### config.mk
export PLATFORM = sky130hd
export DESIGN_NAME = scan_dump_sequencer
export DESIGN_NICKNAME = d
export VERILOG_FILES = /design/src/rtl/scan_dump_sequencer.sv
export SDC_FILE = /design/constraint.sdc
export NUM_CORES = 1
export LEC_CHECK = 0
export BUFFER_PORTS_ARGS = -buffer_cell sky130_fd_sc_hd__clkbuf_2
export CORE_MARGIN = 5
export CORE_UTILIZATION = 55
export DETAILED_ROUTE_END_ITERATION = 8
export GPL_TIMING_DRIVEN = 0
export PLACE_DENSITY = 0.78
export SLEW_MARGIN = 20
export SYNTH_ARGS = -nofsm -noshare
export SYNTH_HDL_FRONTEND = slang
export SYNTH_SLANG_ARGS = --single-unit
### constraint.sdc
create_clock -name clk -period 3.6 [get_ports clk]
set_input_delay 0.36 -clock clk [delete_from_list [all_inputs] [get_ports clk]]
set_output_delay 0.36 -clock clk [all_outputs]
set_load 0.005 [all_outputs]
### src/rtl/scan_dump_sequencer.sv
// Scan-chain dump sequencer.
// Walks the selected chains in ascending order. For each chain it sends a header
// byte and an index byte, then packs the chain's serial bits LSB-first into data
// bytes. It ends each chain with a 16-bit bit-count trailer, high byte first.
// All bytes go out through the shared UART using a single issue/hand-off handshake.
module scan_dump_sequencer #(
    parameter int         NUM_CH   = 8,
    parameter logic [7:0] HDR_BYTE = 8'hA5,
    parameter logic       PAD_BIT  = 1'b0
) (
    input  logic              clk,
    input  logic              rst,
    input  logic              start,
    input  logic [NUM_CH-1:0] ch_mask,
    output logic [NUM_CH-1:0] dump_en,
    input  logic [NUM_CH-1:0] ch_out,
    input  logic [NUM_CH-1:0] ch_out_vld,
    input  logic [NUM_CH-1:0] ch_out_done,
    input  logic              uart_busy,
    output logic              tx_en,
    output logic [7:0]        tx_data,
    output logic              busy,
    output logic              done
);

    localparam int IW  = (NUM_CH > 1) ? $clog2(NUM_CH) : 1;
    // One extra index bit so "past the last chain" is representable.
    localparam int IXW = IW + 1;

    typedef enum logic [3:0] {
        IDLE, SEL, HDR, IDX, SHIFT, DATA, TRL_HI, TRL_LO, FIN
    } state_t;

    state_t            state, state_n;
    logic [NUM_CH-1:0] mask_r;
    logic [IXW-1:0]    idx;
    logic [IW-1:0]     sel;
    logic [15:0]       bit_cnt;
    logic [7:0]        sreg;
    logic [3:0]        nb;
    logic              last_r;
    logic              tx_guard;

    logic              can_issue;
    logic              bit_vld, bit_val, bit_last;
    logic [3:0]        nb_next;
    logic              found;
    logic [IXW-1:0]    next_idx;
    logic              issue;
    logic [7:0]        byte_n;
    logic              accept, idx_load, idx_inc, clr_chain, clr_byte;
    logic              shift_in, set_last, finish;

    assign sel      = idx[IW-1:0];
    assign bit_vld  = ch_out_vld[sel];
    assign bit_val  = ch_out[sel];
    assign bit_last = ch_out_done[sel];
    assign nb_next  = nb + {3'b000, bit_vld};

    // uart_busy only rises the cycle after tx_en, so it is not trusted while
    // tx_en is high or during the cycle that follows it.
    assign can_issue = !uart_busy && !tx_en && !tx_guard;

    // Lowest masked-in chain at or above idx; lets SEL skip gaps in one cycle.
    always_comb begin
        found    = 1'b0;
        next_idx = '0;
        for (int i = NUM_CH - 1; i >= 0; i--) begin
            if (mask_r[i] && (IXW'(i) >= idx)) begin
                found    = 1'b1;
                next_idx = IXW'(i);
            end
        end
    end

    // FSM state register.
    always_ff @(posedge clk) begin
        if (rst) begin
            state <= IDLE;
        end else begin
            state <= state_n;
        end
    end

    // Next-state logic, chain enable, and per-state datapath strobes.
    always_comb begin
        state_n   = state;
        issue     = 1'b0;
        byte_n    = '0;
        accept    = 1'b0;
        idx_load  = 1'b0;
        idx_inc   = 1'b0;
        clr_chain = 1'b0;
        clr_byte  = 1'b0;
        shift_in  = 1'b0;
        set_last  = 1'b0;
        finish    = 1'b0;
        dump_en   = '0;
        unique case (state)
            IDLE: begin
                if (start) begin
                    accept  = 1'b1;
                    state_n = SEL;
                end
            end
            SEL: begin
                if (found) begin
                    idx_load = 1'b1;
                    state_n  = HDR;
                end else begin
                    state_n = FIN;
                end
            end
            HDR: begin
                if (can_issue) begin
                    issue     = 1'b1;
                    byte_n    = HDR_BYTE;
                    clr_chain = 1'b1;
                    state_n   = IDX;
                end
            end
            IDX: begin
                if (can_issue) begin
                    issue     = 1'b1;
                    byte_n    = 8'(idx[IW-1:0]);
                    clr_chain = 1'b1;
                    state_n   = SHIFT;
                end
            end
            SHIFT: begin
                dump_en[sel] = 1'b1;
                shift_in     = bit_vld;
                if (bit_last) begin
                    // A final partial (or exactly full) byte is flushed once.
                    if (nb_next != 4'd0) begin
                        set_last = 1'b1;
                        state_n  = DATA;
                    end else begin
                        state_n = TRL_HI;
                    end
                end else if (nb_next == 4'd8) begin
                    state_n = DATA;
                end
            end
            DATA: begin
                if (can_issue) begin
                    issue    = 1'b1;
                    byte_n   = sreg;
                    clr_byte = 1'b1;
                    state_n  = last_r ? TRL_HI : SHIFT;
                end
            end
            TRL_HI: begin
                if (can_issue) begin
                    issue   = 1'b1;
                    byte_n  = bit_cnt[15:8];
                    state_n = TRL_LO;
                end
            end
            TRL_LO: begin
                if (can_issue) begin
                    issue   = 1'b1;
                    byte_n  = bit_cnt[7:0];
                    idx_inc = 1'b1;
                    state_n = SEL;
                end
            end
            FIN: begin
                if (can_issue) begin
                    finish  = 1'b1;
                    state_n = IDLE;
                end
            end
            default: state_n = IDLE;
        endcase
    end

    // Datapath: UART hand-off, chain index, bit packing and bit counter.
    always_ff @(posedge clk) begin
        if (rst) begin
            mask_r   <= '0;
            idx      <= '0;
            bit_cnt  <= '0;
            sreg     <= '0;
            nb       <= '0;
            last_r   <= 1'b0;
            tx_en    <= 1'b0;
            tx_guard <= 1'b0;
            tx_data  <= '0;
            busy     <= 1'b0;
            done     <= 1'b0;
        end else begin
            tx_en    <= issue;
            tx_guard <= tx_en;
            done     <= finish;
            if (issue) begin
                tx_data <= byte_n;
            end

            if (accept) begin
                mask_r <= ch_mask;
                busy   <= 1'b1;
            end else if (finish) begin
                busy <= 1'b0;
            end

            if (accept) begin
                idx <= '0;
            end else if (idx_load) begin
                idx <= next_idx;
            end else if (idx_inc) begin
                idx <= idx + IXW'(1);
            end

            // Refill with PAD_BIT so unused high bits of a last byte are ready.
            if (clr_chain || clr_byte) begin
                sreg <= {8{PAD_BIT}};
                nb   <= '0;
            end else if (shift_in) begin
                sreg[nb[2:0]] <= bit_val;
                nb            <= nb_next;
            end

            if (clr_chain) begin
                bit_cnt <= '0;
            end else if (shift_in && (bit_cnt != 16'hFFFF)) begin
                bit_cnt <= bit_cnt + 16'd1;
            end

            if (clr_chain) begin
                last_r <= 1'b0;
            end else if (set_last) begin
                last_r <= 1'b1;
            end
        end
    end

endmodule

Yosys cells after proc, flatten, opt, wreduce, memory -nomap -nowiden
Index checks and enable logic that the tools add are counted.
{"block": "word_totals", "register_bits": 57, "input_bits": 36, "wordCells": 137}
{"block": "op_classes", "addsub": 3, "n_lt_le_gt_ge": 12, "n_eq_ne": 18, "n_mux": 65, "reduce_logical": 27}
{"cell": "$mux 4", "count": 19}
{"cell": "$mux 8", "count": 5}
{"cell": "$pmux 8 s5", "count": 1}
{"cell": "$pmux 4 s9", "count": 1}
{"cell": "$mux 1", "count": 29}
{"cell": "$add 16x1->16 const B", "count": 1}
{"cell": "$eq 4x3->1 const B", "count": 4}
{"cell": "$ge 3x4->1 const A", "count": 4}
{"cell": "$ne 16x16->1 const B", "count": 1}
{"cell": "$ne 2x2->1 const B", "count": 7}
{"cell": "$logic_and 1x1->1", "count": 13}
{"cell": "$bmux 1 s3", "count": 3}
{"cell": "$bwmux 8", "count": 1}
{"cell": "$eq 4x2->1 const B", "count": 2}
{"cell": "$eq 4x4->1 const B", "count": 2}
{"cell": "$ge 1x4->1 const A", "count": 2}
{"cell": "$ge 2x4->1 const A", "count": 2}
{"cell": "$lt 3x4->1 const B", "count": 2}
{"cell": "$reduce_and 8->1", "count": 1}
{"cell": "$reduce_or 2->1", "count": 4}
{"cell": "$demux 1 s3", "count": 2}
{"cell": "$ge 3x1->1 const B", "count": 2}
{"cell": "$mux 3", "count": 2}
{"cell": "$reduce_or 5->1", "count": 1}
{"cell": "10 further kinds", "count": 14}

Depth between registers and ports, before layout
{"block": "depth", "depth_word": 13, "ltp_mapped": 12, "ltp_nobuf": 10}

Worst setup path after synthesis
OpenSTA, ideal clock, no wires.
{"block": "synth_timing", "kind": "reg-to-reg", "start": "register idx[1]", "end": "register state[2]", "setup_time_ns": 0.074, "arrival_ns": 2.905, "t_required_ns": 3.526, "path_slack_ns": 0.620, "stages_incl_launch_ff": 10, "n_path_buf": 0, "synth_period_minus_slack_ns": 2.980, "path_cell_list": "dfxtp_1 mux4_1 mux2_2 ha_1 ha_1 o41a_1 o21ai_0 o21ai_2 or4_1 a31oi_1"}
{"block": "synth_via", "elab_chain_len": 6, "word_cells_on_any_way": 10, "cone_classes": "1 x add/sub; 2 x eq/ne; 6 x mux; 1 x reduce/logical"}
{"element": "start: declaration", "line": "36", "text": "logic [IXW-1:0] idx;"}
{"element": "start signal: assignment", "line": "210", "text": "idx <= next_idx;"}
{"element": "start signal: assignment", "line": "212", "text": "idx <= idx + IXW'(1);"}
{"element": "$bmux 1 s3", "line": "55", "text": "assign bit_vld = ch_out_vld[sel];"}
{"element": "$mux 1 (implied by the code)", "line": "55"}
{"element": "$add 4x1->4", "line": "58", "text": "assign nb_next = nb + {3'b000, bit_vld};"}
{"element": "via nb_next[1]", "line": "46", "text": "logic [3:0] nb_next;"}
{"element": "$eq 4x4->1", "line": "141", "text": "end else if (nb_next == 4'd8) begin"}
{"element": "$ne 3x3->1 (no line)"}
{"element": "$reduce_and 8->1 (no line)"}
{"element": "end signal: assignment", "line": "81", "text": "state <= state_n;"}
{"element": "end: declaration", "line": "34", "text": "state_t state, state_n;"}
The timed path passes the listed nets, and every way through them passes these cells. The select of a mux whose other input is x is not followed.
A chain may end at the register's enable or synchronous reset.

Worst setup path in the final report
Ends and elaborated chain as after synthesis.

==> results.md <==
* Worst slew pin tran at 0.7517 ns
* Hold Fails Final Rpt at 0
* Switching Fraction at 0.3560
* Max Clk Rate at 292.7 MHz
* Ant diodes at 0
* Max-cap violations at 0
* Synth unique cells at 65
* Grt met2 use at 0.4130
* Via count at 3244
* Final instance area at 3971 um^2
* RSZ-0062 raised after global routing: false
* CTS root buf: clkbuf_8
* Critical path type: reg -> reg
* Yosys top cell by area: dfxtp_1
* FF+latch count, synth at 57
* Setup TNS at 0 ns
* Clock slew seen by the registers of the worst setup and hold paths at 0.07 ns
* CTS Buf Count at 9
* Grt ovf at 0
* Flop-to-flop setup slack at 0.18 ns
* FF-to-FF Start: idx[1]
* Logic pwr share at 0.375
* GPL Wtd Cong at 0.8909
* Gr busiest metal: met2
* Clock sinks at 57
* Die W at 87.94 um
* # DRC at 0
* Layout area overhead at 18.88%
* Final setup fails at 0
* Synth Area per Inst at 8.310 um^2
* Synthesized area at 3341 um^2
* Status: complete, no violations
* DIE HEIGHT at 87.94 um
* Worst EP arrival at 3.69 ns
* Pint at 1604 uW
* Worst vdd ir at 0.4098 mV
* Req. time, crit path at 3.88 ns
* Post-DP Area at 3700 um^2
* Synth warn at 0
* Starting Density at 0.5642
* Area contributors post-synth: dfxtp_1 (34%), nor2_1 (7.0%), nand2_1 (5.7%), mux2i_1 (4.8%), xnor2_1 (4.5%)
* Post-synth EDFFs at 0
* CTS tree: built
* Total power at 2491 uW
* Clk_skew at 0.008431 ns
* Nets at 508
* Post-synthesis async set-or-reset flop share at 0
* Register area share after synthesis at 0.3416
* Crit Path Max Fanout at 8
* Global Route Usage Sum at 0.2441
* Met1 GRT Util at 0.3027
* Num rows at 28
* Io pins at 55
* Register share of total power at 0.307
* DP HPWL at 6468 um
* Initial antenna violation count at 0
* Crit path capture type: flop
* Vias per Instance at 5.941
* Initial detailed-routing violation count at 287
* Post-Syn Instances at 402
* Setup slack after layout at 0.1839 ns
* Most common cell in the netlist: nor2_1
* CP startpoint: idx[1]
* Final wirelength at 8834 um
* Count of input and output buffers at 53
* Hold buffer count at cts at 0
* Min-Delay Path Class: in -> reg
* Net Sw Power at 886.6 uW
* Post-synth top cells: nor2_1 (62), dfxtp_1 (57), nand2_1 (51)
* Worst-skew pair later-pin latency at 0.35 ns
* Max-Slew Margin vs Limit at 0.4976
* Fraction of layout cells with a size suffix above 1 at 0.2144
* P per Cell Area at 627.2 nW/um^2
* Post-route insts no fill at 546
* Core ar. at 5921 um^2
* First-pass GRT wire length at 14860 um
* Final max-slew violation count at 0
* ANT nets after route at 0
* Vias in the first global route at 3178
* H-tree depth at 3
* Synth Flop Type: dfxtp_1
* Routing usage on met3 at 0.04233
* Clock tree buffer depth at 2
* Routed len/inst at 16.18 um
* Period minus WS final at 3.416 ns
* Die ar. at 7733 um^2
* Hold path start: ch_mask[6]
* Fillers at 507
* Pleak at 0.001480 uW
* CP Launch Type: flop
* Tcrit/Tclk final at 0.9489
* Largest net degree at the start of global routing at 11
* CTS resizes at 0
* Postcts setup bufs at 0
* Clock network power share at 0.318
* Post-synth net total at 444
* Dpl ws at 0.1701 ns
* TritonRoute pass-1 iters at 5
* Placed insts at 530
* Synth top area share at 0.3416
==> area by class of cell <==
class | count | area (um^2) | share of cell area
inverters | 4 | 15.01 | 0.003781
well taps | 75 | 93.84 | 0.02363
clock buffers | 12 | 165.2 | 0.04159
clock inverters | 4 | 97.59 | 0.02457
flip-flops and latches | 57 | 1141 | 0.2873
multi-input cells | 318 | 2076 | 0.5227
plain buffers | 23 | 117.6 | 0.02962
repair buffers | 53 | 265.3 | 0.06679
==> worst paths after layout <==
path         cells after the start         to
min reg2reg                      2    sreg[2]
max                             10   state[2]
max reg2reg                     10   state[2]
min                              3  mask_r[6]
==> flip-flops by register name (all words and copies together) (netlist names) <==
signal    cells
nb            4
tx_en         1
tx_data       8
mask_r        8
last_r        1
busy          1
sreg          8
done          1
tx_guard      1
state         4
bit_cnt      16
idx           4
==> placed cells by master (no fill, tap or decap), drive strengths merged, types with 4 or more instances in the layout <==
cell,Yosys,layout
o41ai,4,4
mux4,4,4
o21ai,10,10
nand3,12,12
o22ai,4,4
buf,12,12
a31oi,4,4
ha,6,6
nor4,5,5
nor3,17,17
mux2,4,4
nor2b,7,7
dfxtp,57,57
nand2b,7,7
inv,4,4
clkbuf,11,76
nand4,8,8
a22oi,4,4
a21oi,23,23
nor2,62,62
mux2i,16,16
nand2,52,52
xnor2,17,17
==> power groups by stage <==
stage | Clock (uW) | Sequential (uW) | Combinational, uW
finish | 792 | 765 | 933
global route | 826 | 774 | 1020
CTS | 794 | 763 | 922
detailed placement | 0 | 776 | 913
global placement | 0 | 773 | 895
floorplan | 0 | 763 | 709
==> through the flow <==
stage / hold slack, ns / utilization
floorplan: 0.4316 / -
global placement: 0.4470 / 0.6249
detailed placement: 0.4577 / 0.6249
CTS: 0.2526 / 0.6693
global route: 0.2896 / 0.6708
finish: 0.2481 / 0.6708
==> logic make-up after synthesis <==
| group | after synthesis | share of synthesized area |
|---|---|---|
| simple gates | 195 | 0.2914 |
| compound gates | 74 | 0.1622 |
| flops | 57 | 0.3416 |
| buf+inv | 27 | 0.03970 |
| mux | 24 | 0.09288 |
| xor+xnor | 19 | 0.04981 |
| fa+ha+maj | 6 | 0.02247 |
==> worst max-delay path, cell delays in order, from the launching register on <==
cell and delay [ns]:
dfxtp_1 0.53, mux4_1 0.60, mux2_2 0.32, ha_1 0.24, ha_1 0.35, nor2_2 0.21
nand2_1 0.09, o21ai_0 0.27, o21ai_2 0.16, or4_1 0.41, a31oi_1 0.16
==> layer usage <==
| metal | vias up | wire length (um) |
|---|---|---|
| li1 | 1595 | - |
| met1 | 1525 | 3757 |
| met2 | 105 | 4357 |
| met3 | 19 | 522 |
| met4 | 0 | 197 |
| met5 | - | 0 |
Note: power is estimated with default switching activity, not from simulation.
